<file path="src/rtl/button_debouncer_multi.sv">
// N-channel button debouncer: 2-FF sync, shared tick prescaler, per-channel stability counter, level + press/release pulses.
// Latency: 2 cycles sync plus STABLE_TICKS tick boundaries; pulses are registered and coincide with the new level.
// No backpressure; optional auto-repeat of pressed pulses is built only when BTN_AUTOREPEAT_EN is defined.
module button_debouncer_multi #(
    parameter int NUM_BTNS      = 4,
    parameter int ACTIVE_LOW    = 1,
    parameter int TICK_DIV      = 50000,
    parameter int STABLE_TICKS  = 20,
    parameter int REPEAT_DELAY  = 500,
    parameter int REPEAT_PERIOD = 100
) (
    input  logic                CLOCK_50,
    input  logic                resetn,
    input  logic [NUM_BTNS-1:0] button,
    output logic [NUM_BTNS-1:0] level,
    output logic [NUM_BTNS-1:0] pressed,
    output logic [NUM_BTNS-1:0] released,
    output logic                tick
);

    localparam int PW = (TICK_DIV > 1) ? $clog2(TICK_DIV) : 1;
    localparam int CW = $clog2(STABLE_TICKS + 1);
    localparam logic [PW-1:0] TICK_LAST   = PW'(TICK_DIV - 1);
    localparam logic [CW-1:0] STABLE_LAST = CW'(STABLE_TICKS - 1);

    if (NUM_BTNS < 1 || NUM_BTNS > 16 || TICK_DIV < 1 || STABLE_TICKS < 1 ||
        REPEAT_DELAY < 1 || REPEAT_PERIOD < 1) begin : g_bad_cfg
        $error("button_debouncer_multi: illegal parameter set");
    end

    logic [PW-1:0]       div_q, div_d;
    logic                tick_q, tick_d;
    logic [NUM_BTNS-1:0] sync1_q, sync2_q, raw_act;
    logic [NUM_BTNS-1:0] level_q, level_d;
    logic [NUM_BTNS-1:0] pressed_q, pressed_d;
    logic [NUM_BTNS-1:0] released_q, released_d;
    logic [NUM_BTNS-1:0] flip;
    logic [NUM_BTNS-1:0] rpt_fire;
    logic [CW-1:0]       cnt_q [NUM_BTNS];
    logic [CW-1:0]       cnt_d [NUM_BTNS];

    assign raw_act = (ACTIVE_LOW != 0) ? ~button : button;

    // tick_q is registered so it is high in exactly the cycle the divider holds TICK_DIV-1
    always_comb begin
        div_d  = (div_q == TICK_LAST) ? '0 : div_q + PW'(1);
        tick_d = (div_d == TICK_LAST);
    end

    always_comb begin
        level_d = level_q;
        flip    = '0;
        for (int i = 0; i < NUM_BTNS; i++) begin
            cnt_d[i] = cnt_q[i];
            if (tick_q) begin
                if (sync2_q[i] == level_q[i]) begin
                    cnt_d[i] = '0;
                end else if (cnt_q[i] == STABLE_LAST) begin
                    cnt_d[i]   = '0;
                    level_d[i] = sync2_q[i];
                    flip[i]    = 1'b1;
                end else begin
                    cnt_d[i] = cnt_q[i] + CW'(1);
                end
            end
        end
        pressed_d  = (flip & sync2_q) | rpt_fire;
        released_d = flip & ~sync2_q;
    end

`ifdef BTN_AUTOREPEAT_EN
    localparam int RPT_MAX = (REPEAT_DELAY > REPEAT_PERIOD) ? REPEAT_DELAY : REPEAT_PERIOD;
    localparam int RW      = $clog2(RPT_MAX + 1);
    localparam logic [RW-1:0] DLY_LAST = RW'(REPEAT_DELAY - 1);
    localparam logic [RW-1:0] PER_LAST = RW'(REPEAT_PERIOD - 1);

    logic [RW-1:0]       rpt_q [NUM_BTNS];
    logic [RW-1:0]       rpt_d [NUM_BTNS];
    logic [NUM_BTNS-1:0] armed_q, armed_d;

    // counter holds zero while released, so it is already clear at the press pulse;
    // the tick that debounces a release never produces a repeat
    always_comb begin
        armed_d  = armed_q;
        rpt_fire = '0;
        for (int i = 0; i < NUM_BTNS; i++) begin
            rpt_d[i] = rpt_q[i];
            if (!level_q[i]) begin
                rpt_d[i]   = '0;
                armed_d[i] = 1'b0;
            end else if (tick_q && !flip[i]) begin
                if (rpt_q[i] == (armed_q[i] ? PER_LAST : DLY_LAST)) begin
                    rpt_d[i]    = '0;
                    armed_d[i]  = 1'b1;
                    rpt_fire[i] = 1'b1;
                end else begin
                    rpt_d[i] = rpt_q[i] + RW'(1);
                end
            end
        end
    end

    always_ff @(posedge CLOCK_50 or negedge resetn) begin
        if (!resetn) begin
            armed_q <= '0;
            for (int i = 0; i < NUM_BTNS; i++) rpt_q[i] <= '0;
        end else begin
            armed_q <= armed_d;
            for (int i = 0; i < NUM_BTNS; i++) rpt_q[i] <= rpt_d[i];
        end
    end
`else
    assign rpt_fire = '0;
`endif

    always_ff @(posedge CLOCK_50 or negedge resetn) begin
        if (!resetn) begin
            div_q      <= '0;
            tick_q     <= 1'b0;
            sync1_q    <= '0;
            sync2_q    <= '0;
            level_q    <= '0;
            pressed_q  <= '0;
            released_q <= '0;
            for (int i = 0; i < NUM_BTNS; i++) cnt_q[i] <= '0;
        end else begin
            div_q      <= div_d;
            tick_q     <= tick_d;
            sync1_q    <= raw_act;
            sync2_q    <= sync1_q;
            level_q    <= level_d;
            pressed_q  <= pressed_d;
            released_q <= released_d;
            for (int i = 0; i < NUM_BTNS; i++) cnt_q[i] <= cnt_d[i];
        end
    end

    assign level    = level_q;
    assign pressed  = pressed_q;
    assign released = released_q;
    assign tick     = tick_q;

endmodule
</file>
<file path="config.mk">
export PLATFORM = sky130hd
export DESIGN_NAME = button_debouncer_multi
export DESIGN_NICKNAME = d
export VERILOG_FILES = /design/src/rtl/button_debouncer_multi.sv
export SDC_FILE = /design/constraint.sdc
export NUM_CORES = 1
export LEC_CHECK = 0
export BUFFER_PORTS_ARGS = -buffer_cell sky130_fd_sc_hd__buf_2
export CORE_MARGIN = 5
export CORE_UTILIZATION = 30
export CTS_BUF_LIST = sky130_fd_sc_hd__clkbuf_8
export CTS_CLUSTER_SIZE = 14
export DETAILED_ROUTE_END_ITERATION = 16
export PLACE_DENSITY = 0.57
export SLEW_MARGIN = 10
export SYNTH_ARGS = -nofsm -noshare
export SYNTH_HDL_FRONTEND = slang
export SYNTH_SLANG_ARGS = --single-unit
</file>
<file path="constraint.sdc">
create_clock -name CLOCK_50 -period 4.8 [get_ports CLOCK_50]
set_clock_uncertainty 0.1 [all_clocks]
set_input_delay 0.96 -clock CLOCK_50 [delete_from_list [all_inputs] [get_ports CLOCK_50]]
set_output_delay 0.96 -clock CLOCK_50 [all_outputs]
set_load 0.1 [all_outputs]
</file>
==> results.json <==
{
  "outcome": "complete, no violations",
  "cap_violations": 0,
  "layout_commonest_cell": "sky130_fd_sc_hd__dfrtp_1",
  "yosysWarningCount": 0,
  "clockBufferDepth": 2,
  "grt_max_degree": 58,
  "drc": 0,
  "final_number_of_setup_violating_endpoints": 0,
  "avgRoutedWirePerCell_um": 11.3,
  "global_route.usage.total_pct": 9.51,
  "clkLatencyLatePin_ns": 0.33,
  "total_power_density_per_cell_area_nw_per_um2": 312,
  "globalRouteMet3Util_pct": 2.37,
  "routed_via_density": 4.67,
  "switching_fraction_of_total_power_pct": 21.5,
  "worst-slew-pin-transition_ns": 0.692,
  "io_pins": 19,
  "clock_power_share_pct": 46.8,
  "cell_internal_pwr_uw": 736,
  "synthesis.area_um2": 2590,
  "place.detailed.hpwl_mm": 2.92,
  "layout_worst_path_cycle_share_pct": 51.3,
  "cts_repair_resize_count": 0,
  "pwr-share-seq_pct": 51.7,
  "final-seq-area_um2": 1430,
  "area_taken_by_multi_input_logic_gates_um2": 1070,
  "grt.met2_usage_pct": 15.1,
  "worst_ep_required_time_ns": 3.74,
  "post-route-min-period_ns": 2.46,
  "h-tree-depth": 3,
  "critPathLaunchType": "register",
  "drive_above_1_share_pct": 16.5,
  "crit_path_max_fanout": 30,
  "dieHeight_um": 103,
  "final_cells": 384,
  "ys_types": 38,
  "ir_drop_v": 0.000116,
  "place.gp.congestion": 0.782,
  "slew_headroom_pct": 53.9,
  "fillers": 813,
  "number_of_buffers_inserted_for_hold_repair_after_clock_tree_synthesis": 0,
  "cts_sinks": 57,
  "antenna_found_initial": 0,
  "post-cts-setup-buffers": 0,
  "hold_viol_final": 0,
  "antennaDiodeCount": 0,
  "synth.yosys.seq_area_share_pct": 55.1,
  "finalInstanceArea_um2": 3010,
  "num-nets-final": 285,
  "power_leakage_nw": 1.42,
  "timing.critical_path.slowest_cell_delay_ns": 0.48,
  "report.final.slew_viol_count": 0,
  "rows": 33,
  "cts_inserted_buffers": 9,
  "area_enclosed_by_the_die_boundary_um2": 10600,
  "starting_density_of_the_core_pct": 31.2,
  "fmax_mhz": 406,
  "cell_at_the_root_of_the_clock_tree": "sky130_fd_sc_hd__clkbuf_8",
  "grt_util_met1_pct": 11.3,
  "setup_ws_ns": 2.34,
  "worst-endpoint-arrival_ns": 1.40,
  "mostFrequentLayoutCells": "57 x sky130_fd_sc_hd__dfrtp_1, 23 x sky130_fd_sc_hd__inv_1, 22 x sky130_fd_sc_hd__nor2_1, 20 x sky130_fd_sc_hd__nand2_1, 19 x sky130_fd_sc_hd__o21ai_0",
  "clock_tree_from_tritoncts": "built",
  "place_worst_setup_slack_ns": 2.68,
  "flow.area_growth_from_synthesis_pct": 16.0,
  "syn_inst": 247,
  "drt_iter0_markers": 89,
  "crit_slowest_cell": "sky130_fd_sc_hd__buf_2",
  "wire_length_of_the_first_global_routing_pass_mm": 7.80,
  "total_cell_area_at_the_placement_stage_um2": 2810,
  "hold_class": "reg2reg",
  "vias_in_the_first_global_route": 1790,
  "switchingPower_uw": 202,
  "via_count": 1792,
  "number_of_iterations_in_the_first_detailed_routing_pass": 4,
  "dpl.cell_count": 368,
  "die_width_um": 103,
  "criticalPathCategory": "reg2out",
  "syn_nets": 258,
  "setup_tns_ns": 0,
  "clkSlewWorstSetupHoldPaths_ns": 0.06,
  "wirelength_mm": 4.33,
  "ys_ff_latch": 57,
  "avg_cell_area_syn_um2": 10.5,
  "rsz0062_at_grt": "no",
  "power.share.combinational_pct": 1.5,
  "port-buffer-count": 18,
  "gr_busiest_metal": "met2",
  "detail-route-antenna-nets": 0,
  "crit_path_end_kind": "output pin",
  "crit_path_cell_trace": "buf_4 > buf_2",
  "overflow": 0,
  "core_area_um2": 8300
}
-- sequential cells by signal (all words and copies together), names as in the netlist --
name,count
tick,1
sync2_q,4
cnt_q,20
div_q,16
level,4
pressed,4
released,4
sync1_q,4
-- logic make-up after synthesis --
family | Yosys count | synth area share (%)
multiplexers | 6 | 2.42
XOR/XNOR | 22 | 7.44
AO/OA/AOI/OAI | 38 | 8.50
buffers and inverters | 25 | 3.77
adder cells (fa/ha/maj) | 5 | 2.42
flip-flops | 57 | 55.1
AND/OR/NAND/NOR | 94 | 20.4
-- path summary, 6_finish.rpt --
check | slack [ns] | to | from | cells past startpoint
max in group asynchronous | 3.49 | cnt_q[8] | resetn | 2
min in group asynchronous | 0.66 | div_q[0] | resetn | 2
min | 0.25 | sync2_q[0] | sync1_q[0] | 0
max reg2reg | 2.87 | tick | div_q[3] | 5
min reg2reg | 0.25 | sync2_q[0] | sync1_q[0] | 0
max | 2.34 | tick | tick | 2
-- cell type report --
type | instances | share of cell area (%)
clock buffers | 10 | 4.58
clock inverters | 6 | 2.00
inverters | 21 | 2.62
multi-input cells | 165 | 35.5
flip-flops and latches | 57 | 47.5
well taps | 105 | 4.37
repair buffers | 20 | 3.50
-- cells in the mapped netlist (all sizes together) --
cell type / number / area (um^2)
ha: 5 / 62.6
nor4b: 3 / 32.5
a21oi: 3 / 15.0
inv: 21 / 78.8
nand3b: 1 / 7.51
a21o: 4 / 30.0
nand4: 4 / 31.3
mux2: 2 / 22.5
o31ai: 1 / 7.51
o21ai: 19 / 95.1
nand3: 20 / 125
o22ai: 8 / 50.1
nor2b: 1 / 6.26
dfrtp: 57 / 1430
nand2: 20 / 75.1
a22oi: 3 / 22.5
or2: 2 / 12.5
nor4bb: 1 / 10.0
xnor2: 8 / 70.1
buf: 2 / 11.3
xor2: 14 / 123
and2: 1 / 6.26
nor2: 23 / 88.8
nor3: 6 / 46.3
and3: 3 / 18.8
nor4: 2 / 18.8
mux2i: 4 / 40.0
clkbuf: 2 / 7.51
nand4bb: 1 / 11.3
nand2b: 6 / 37.5
-- metrics by stage --
step                power [mW]  hold slack (ns)  util, %
floorplan                0.497            0.231        -
global placement         0.509            0.233     33.8
detailed placement       0.510            0.235     33.8
CTS                      0.955            0.250     36.2
global route             0.978            0.257     36.2
finish                   0.939            0.248     36.2
-- per-layer routing --
metal | part of all wire, % | up-vias
li1 | - | 896
met1 | 46 | 866
met2 | 48 | 20
met3 | 3.3 | 10
met4 | 2.4 | 0
met5 | 0 | -
-- critical path, delay by kind of cell (launching register included) --
family   cells  cell delay, ns
buf+inv      2            0.74
flops        1            0.32
-- power groups by stage --
stage | combinational [mW] | sequential (mW) | clock, mW
3_5_place_dp | 0.0153 | 0.495 | 0
5_1_grt | 0.0174 | 0.486 | 0.475
2_1_floorplan | 0.00231 | 0.494 | 0
3_3_place_gp | 0.0149 | 0.494 | 0
4_1_cts | 0.0153 | 0.486 | 0.454
6_report | 0.0139 | 0.486 | 0.439
Note: power is estimated with default switching activity, not from simulation.
